==> src/rtl/pe_cfg_sequencer.sv <==
// Configuration sequencer feeding the PE functional-unit cluster: replays a
// small program of config words with per-entry repeat counts, passes, stall and abort.
module pe_cfg_sequencer #(
  parameter int CONFIG_ALL = 64,
  parameter int DEPTH      = 16,
  parameter int REP_W      = 8,
  localparam int ADDR_W    = $clog2(DEPTH)
) (
  input  logic                  clk,
  input  logic                  rst_n,
  input  logic                  prog_we,
  input  logic [ADDR_W-1:0]     prog_addr,
  input  logic [CONFIG_ALL-1:0] prog_cfg,
  input  logic [REP_W-1:0]      prog_rep,
  input  logic [ADDR_W-1:0]     last_idx,
  input  logic [REP_W-1:0]      loop_count,
  input  logic                  start,
  input  logic                  stall,
  input  logic                  abort,
  output logic [CONFIG_ALL-1:0] config_all,
  output logic                  cfg_valid,
  output logic [ADDR_W-1:0]     pc,
  output logic                  busy,
  output logic                  done
);

  typedef enum logic {IDLE, RUN} state_t;

  state_t                state;
  logic [CONFIG_ALL-1:0] mem_cfg [DEPTH];
  logic [REP_W-1:0]      mem_rep [DEPTH];
  logic [ADDR_W-1:0]     pc_q;
  logic [ADDR_W-1:0]     last_q;
  logic [REP_W-1:0]      loops_q;
  logic [REP_W-1:0]      rep_cnt;
  logic [REP_W-1:0]      pass_cnt;
  logic [CONFIG_ALL-1:0] cfg_q;
  logic                  valid_q;
  logic                  done_q;

  always_ff @(posedge clk or negedge rst_n) begin
    if (!rst_n) begin
      state    <= IDLE;
      mem_cfg  <= '{default: '0};
      mem_rep  <= '{default: '0};
      pc_q     <= '0;
      last_q   <= '0;
      loops_q  <= '0;
      rep_cnt  <= '0;
      pass_cnt <= '0;
      cfg_q    <= '0;
      valid_q  <= 1'b0;
      done_q   <= 1'b0;
    end else begin
      done_q <= 1'b0;
      if (abort) begin
        if (state == RUN) begin
          state   <= IDLE;
          valid_q <= 1'b0;
          cfg_q   <= '0;
        end
      end else if (!stall) begin
        unique case (state)
          IDLE: begin
            if (start) begin
              last_q   <= last_idx;
              loops_q  <= loop_count;
              pc_q     <= '0;
              rep_cnt  <= '0;
              pass_cnt <= '0;
              cfg_q    <= mem_cfg[0];
              valid_q  <= 1'b1;
              state    <= RUN;
            end else if (prog_we) begin
              mem_cfg[prog_addr] <= prog_cfg;
              mem_rep[prog_addr] <= prog_rep;
            end
          end
          RUN: begin
            if (rep_cnt < mem_rep[pc_q]) begin
              rep_cnt <= rep_cnt + 1'b1;
            end else if (pc_q < last_q) begin
              pc_q    <= pc_q + 1'b1;
              rep_cnt <= '0;
              cfg_q   <= mem_cfg[pc_q + 1'b1];
            end else if (loops_q != '0 && REP_W'(pass_cnt + 1'b1) == loops_q) begin
              // pass_cnt + 1 == loops_q is the same test as pass_cnt == loops_q - 1
              state   <= IDLE;
              valid_q <= 1'b0;
              cfg_q   <= '0;
              done_q  <= 1'b1;
            end else begin
              pc_q    <= '0;
              rep_cnt <= '0;
              cfg_q   <= mem_cfg[0];
              if (loops_q != '0) pass_cnt <= pass_cnt + 1'b1;
            end
          end
          default: state <= IDLE;
        endcase
      end
    end
  end

  always_comb begin
    cfg_valid  = valid_q & ~stall;
    config_all = cfg_valid ? cfg_q : '0;
    busy       = (state == RUN);
    done       = done_q;
    pc         = pc_q;
  end

endmodule

==> config.mk <==
export PLATFORM = sky130hd
export DESIGN_NAME = pe_cfg_sequencer
export DESIGN_NICKNAME = d
export VERILOG_FILES = /design/src/rtl/pe_cfg_sequencer.sv
export SDC_FILE = /design/constraint.sdc
export NUM_CORES = 2
export LEC_CHECK = 0
export ABC_AREA = 0
export ABC_CLOCK_PERIOD_IN_PS = 4200
export BUFFER_PORTS_ARGS = -buffer_cell sky130_fd_sc_hd__buf_2
export CAP_MARGIN = 20
export CORE_ASPECT_RATIO = 0.8
export CORE_MARGIN = 8
export CORE_UTILIZATION = 39
export DETAILED_ROUTE_END_ITERATION = 6
export HOLD_SLACK_MARGIN = 0.06
export PLACE_DENSITY = 0.52
export SYNTH_ARGS = -nofsm -noshare
export SYNTH_HDL_FRONTEND = slang
export SYNTH_SLANG_ARGS = --single-unit
==> constraint.sdc <==
create_clock -name clk -period 4.2 [get_ports clk]
set_clock_uncertainty 0.05 [all_clocks]
set_input_delay 0 -clock clk [delete_from_list [all_inputs] [get_ports clk]]
set_output_delay 0 -clock clk [all_outputs]
set_load 0.1 [all_outputs]
==> summary.md <==
| Metric | Value |
|---|---|
| Ys flop type | `dfrtp_1` |
| Switch share | `approximately 28%` |
| DIE AREA | `between 150000 and 200000 sq um` |
| Rel. slew slack | `between 30% and 40%` |
| Clock Tree Buf Depth | `3` |
| WS Path Type | `register to register` |
| Part of the power in combinational logic | `between 15 and 20%` |
| Initial antenna violation count | `13` |
| Switching power | `approximately 9.2 mW` |
| CTS Sinks | `approximately 1300` |
| FMAX | `0.257 GHz` |
| Die Wd | `about 440 um` |
| Compound-Gate Fraction of Synth Area | `under 10%` |
| Syn. warnings | `0` |
| Starting DRT DRC Count | `~2500` |
| Placed cell areas | `slightly above 60000 sq um` |
| Cell row count | `~130` |
| Simple-gate share of the synthesized area | `~4.3%` |
| Worst Setup End Kind | `register` |
| # port buffers | `~160` |
| Post-route ant nets | `0` |
| Clock power share | `38.2%` |
| Placed Instances | `~5600` |
| CTS buffer count | `between 100 and 150` |
| Area Overhead vs Synth | `16.7%` |
| Register area share after synthesis | `between 50 and 60%` |
| CTS tree | `yes` |
| RD Place Congestion | `0.741` |
| Largest family of logic cells by synthesized area | `multiplexers` |
| Clk root buf | `clkbuf_16` |
| Final WL | `between 150000 and 200000 um` |
| Internal Power | `23.0 mW` |
| Setup TNS Final | `0 ps` |
| Reg power frac | `between 40 and 50%` |
| CTS HTree Levels | `4` |
| Total global routing track utilization | `approximately a fifth` |
| Tightest Pin Transition | `around 1000 ps` |
| WP data arrival | `approximately 4500 ps` |
| Max incr delay on CP | `around 500 ps` |
| Required @ worst endpoint | `approximately 4800 ps` |
| Xor/xnor share of the synthesized area | `less than 1%` |
| Post-Synth Adder-Cell Area | `less than 1%` |
| Layout cells sized above 1 | `between 40% and 50%` |
| Die H | `359 um` |
| Max cap viols | `0` |
| DRC | `0` |
| Post-synthesis cell type count | `58` |
| Worst skew pair latency | `approximately 770 ps` |
| Setup-failing EPs final | `0` |
| Mapped Nets | `3902` |
| CP max-delay cell | `dfrtp_4` |
| Pin count of the biggest net entering global routing | `~160` |
| Worst min path class | `input pin to register` |
| Worst-path fanout max | `100` |
| Multi-input logic area | `about 25000 sq um` |
| Hold Violations, Final | `0` |
| Critical path launch point type | `register` |
| Initial Util | `about 39%` |
| Multiplexer share of the synthesized area | `a little over a third` |
| Sequential cell area | `between 30000 and 40000 sq um` |
| Synthesized instance count | `approximately 3800` |
| Vias post-DR | `33557` |
| EDFF count, synth | `0` |
| Buffers and inverters on the worst path | `3` |
| Grt ovf | `0` |
| Final Cell Area | `approximately 67000 sq um` |
| Final hold slack | `174 ps` |
| RSZ-0062 raised after global routing | `no` |
| Post-DP HPWL | `84800 um` |
| Reg clk slew, reported paths | `~60 ps` |
| Cell mode on critical path | `mux4_2` |
| I/O pin total | `~170` |
| Final cell count without fillers | `around 6000` |
| Max-slew violation count | `0` |
| Core Area | `145000 sq um` |
| Outcome | `finished clean` |
| Vias per inst | `between 5 and 6` |
| Crit path max-delay family | `compound AO/OA/AOI/OAI gates` |
| Async SR Flop Fraction | `100%` |
| Drt pass-1 iters | `5` |
| Syn_area_per_cell | `approximately 15 sq um` |
| Register bit total from synthesis | `1251` |
| Pleak | `30.7 nW` |
| Mapped cell area | `57200 sq um` |
| First-pass GRT wire length | `between 200000 and 250000 um` |
| Period utilization | `about 90%` |
| Number of global-route vias before repair | `~35000` |
| WL per Instance | `between 20 and 30 um` |
| Filler cells | `approximately 13000` |
| Crit-path cells | `buf_12 -> mux4_2 -> mux4_2 -> inv_1 -> ha_1 -> a21o_1 -> a21oi_1 -> o22ai_1 -> a311oi_4 -> o21ai_4 -> clkbuf_16 -> nor2_1 -> a31oi_1` |
| Layout Nets | `a little over 4000` |
| Fin crit period | `3890 ps` |
| PD cells | `around 480 nW/um^2` |
| VDD IR-drop max | `0.407 mV` |
==> final timing paths <==
check                              from      endpoint  slack (ps)  depth (start not counted)
hold reg to reg            mem_cfg[905]  mem_cfg[905]         450                          1
setup reg to reg                  pc[0]     cfg_q[36]         310                         13
min in group asynchronous         rst_n   mem_rep[68]         430                          4
hold / removal             prog_cfg[29]  mem_cfg[989]         170                          3
setup / recovery                  pc[0]     cfg_q[36]         310                         13
max in group asynchronous         rst_n  mem_cfg[158]        2720                          4
==> timing repair <==
action / 4_1_cts / 5_1_grt
hold buffers: 126 / 0
buffers inserted: 0 / 4
endpoints found under the setup margin: 0 / 16
hold endpoints to repair: 2419 / 0
resized for setup: 0 / 2
==> cells in the final DEF, fill, tap and decap left out, types with 9 or more instances in the layout <==
cell / Yosys / final
mux2_2: 1165 / 1165
buf_4: 1 / 64
a21o_1: 23 / 23
clkbuf_8: 0 / 28
clkbuf_16: 0 / 144
nor2_4: 0 / 9
buf_2: 37 / 162
a311oi_1: 16 / 16
dfrtp_1: 1251 / 1247
and3_1: 71 / 71
a211oi_1: 33 / 32
mux4_2: 318 / 318
clkbuf_1: 284 / 37
clkinv_2: 0 / 16
nand3_1: 15 / 15
nand4_1: 9 / 9
bufinv_16: 0 / 9
o21ai_0: 13 / 12
a31oi_1: 81 / 81
buf_12: 0 / 55
nor2b_1: 35 / 35
nand2_1: 143 / 143
nand3b_1: 68 / 68
ha_1: 13 / 12
dlygate4sd3_1: 0 / 125
a21oi_1: 9 / 9
inv_1: 17 / 16
a22oi_1: 9 / 9
nor2_1: 89 / 80
==> power by group through the flow <==
stage / Sequential, mW / Clock (mW) / Combinational, mW
after global routing: 14.1 / 13.1 / 6.37
after detailed placement: 14.2 / 0 / 5.82
after global placement: 14.2 / 0 / 5.77
final: 14.0 / 12.3 / 5.91
after floorplan: 13.9 / 0 / 4.31
after CTS: 14.0 / 12.6 / 5.97
==> registers in the layout, indices dropped and copies added (netlist names) <==
register	cells
mem_cfg	1024
mem_rep	128
cfg_q	64
loops_q	8
pass_cnt	8
rep_cnt	8
last_q	4
pc	4
busy	1
done	1
valid_q	1
==> layer usage <==
metal  track usage (%)  up-vias  wire length, um
met5                 0        -                0
met4              5.02        0             3270
met3              3.36      205             6040
met2              32.1      570            74800
met1              29.3    18209            76400
li1                  -    14573                -
==> kinds of logic after synthesis <==
group | after synthesis
muxes | 1486
DFF | 1251
buffers and inverters | 359
adders and majority gates | 13
AOI/OAI and AO/OA | 209
xor gates and xnor gates | 12
and+or+nand+nor | 465
==> worst reg2reg max path, delay by kind of cell, from the launching register on <==
kind | cells | cell delay [ps]
AO/OA/AOI/OAI | 6 | 1110
flip-flops | 1 | 510
buffers and inverters | 3 | 510
adder cells (fa/ha/maj) | 1 | 230
AND/OR/NAND/NOR | 1 | 370
multiplexers | 2 | 980
==> layout make-up <==
class / count / area share, %
Sequential cell: 1251 / 46.9
Multi-Input combinational cell: 2185 / 37.0
Clock buffer: 208 / 6.15
Timing Repair Buffer: 408 / 5.54
Tap cell: 1905 / 3.57
Clock inverter: 34 / 0.688
Inverter: 17 / 0.0975
Antenna cell: 6 / 0.0225
==> Yosys cell counts, types with 2 or more instances <==
master | n | share of area (%)
buf_2 | 37 | 0.32
buf_1 | 20 | 0.13
dfrtp_1 | 1251 | 55
nand3b_1 | 68 | 0.89
mux4_2 | 318 | 13
a311oi_1 | 16 | 0.24
inv_1 | 17 | 0.11
or4_1 | 6 | 0.079
nor2b_1 | 35 | 0.38
nor3_2 | 2 | 0.035
a211o_1 | 2 | 0.031
mux2_2 | 1165 | 23
nor3_1 | 5 | 0.044
a21oi_1 | 9 | 0.079
xnor2_1 | 6 | 0.092
ha_1 | 13 | 0.28
clkbuf_1 | 284 | 1.9
a22oi_1 | 9 | 0.12
xor2_1 | 5 | 0.077
nand4_1 | 9 | 0.098
o211ai_1 | 7 | 0.092
and3_1 | 71 | 0.78
and2_1 | 2 | 0.022
or3_1 | 3 | 0.033
nor2_1 | 89 | 0.58
mux2i_1 | 3 | 0.052
a31oi_1 | 81 | 0.89
nand2_1 | 143 | 0.94
nand3_1 | 15 | 0.13
o311ai_1 | 3 | 0.046
nor4_1 | 2 | 0.022
o21ai_0 | 13 | 0.11
a21o_1 | 23 | 0.30
nand2b_1 | 7 | 0.077
a211oi_1 | 33 | 0.43
==> per-stage QoR <==
step / util (%) / worst slack, ps / power (mW)
5_1_grt: 45.9 / 87.6 / 33.6
3_3_place_gp: 41.8 / 277 / 20.0
6_report: 45.9 / 308 / 32.2
2_1_floorplan: - / 9.39 / 18.2
4_1_cts: 45.8 / 221 / 32.6
3_5_place_dp: 41.8 / 232 / 20.0
Note: power is estimated with default switching activity, not from simulation.
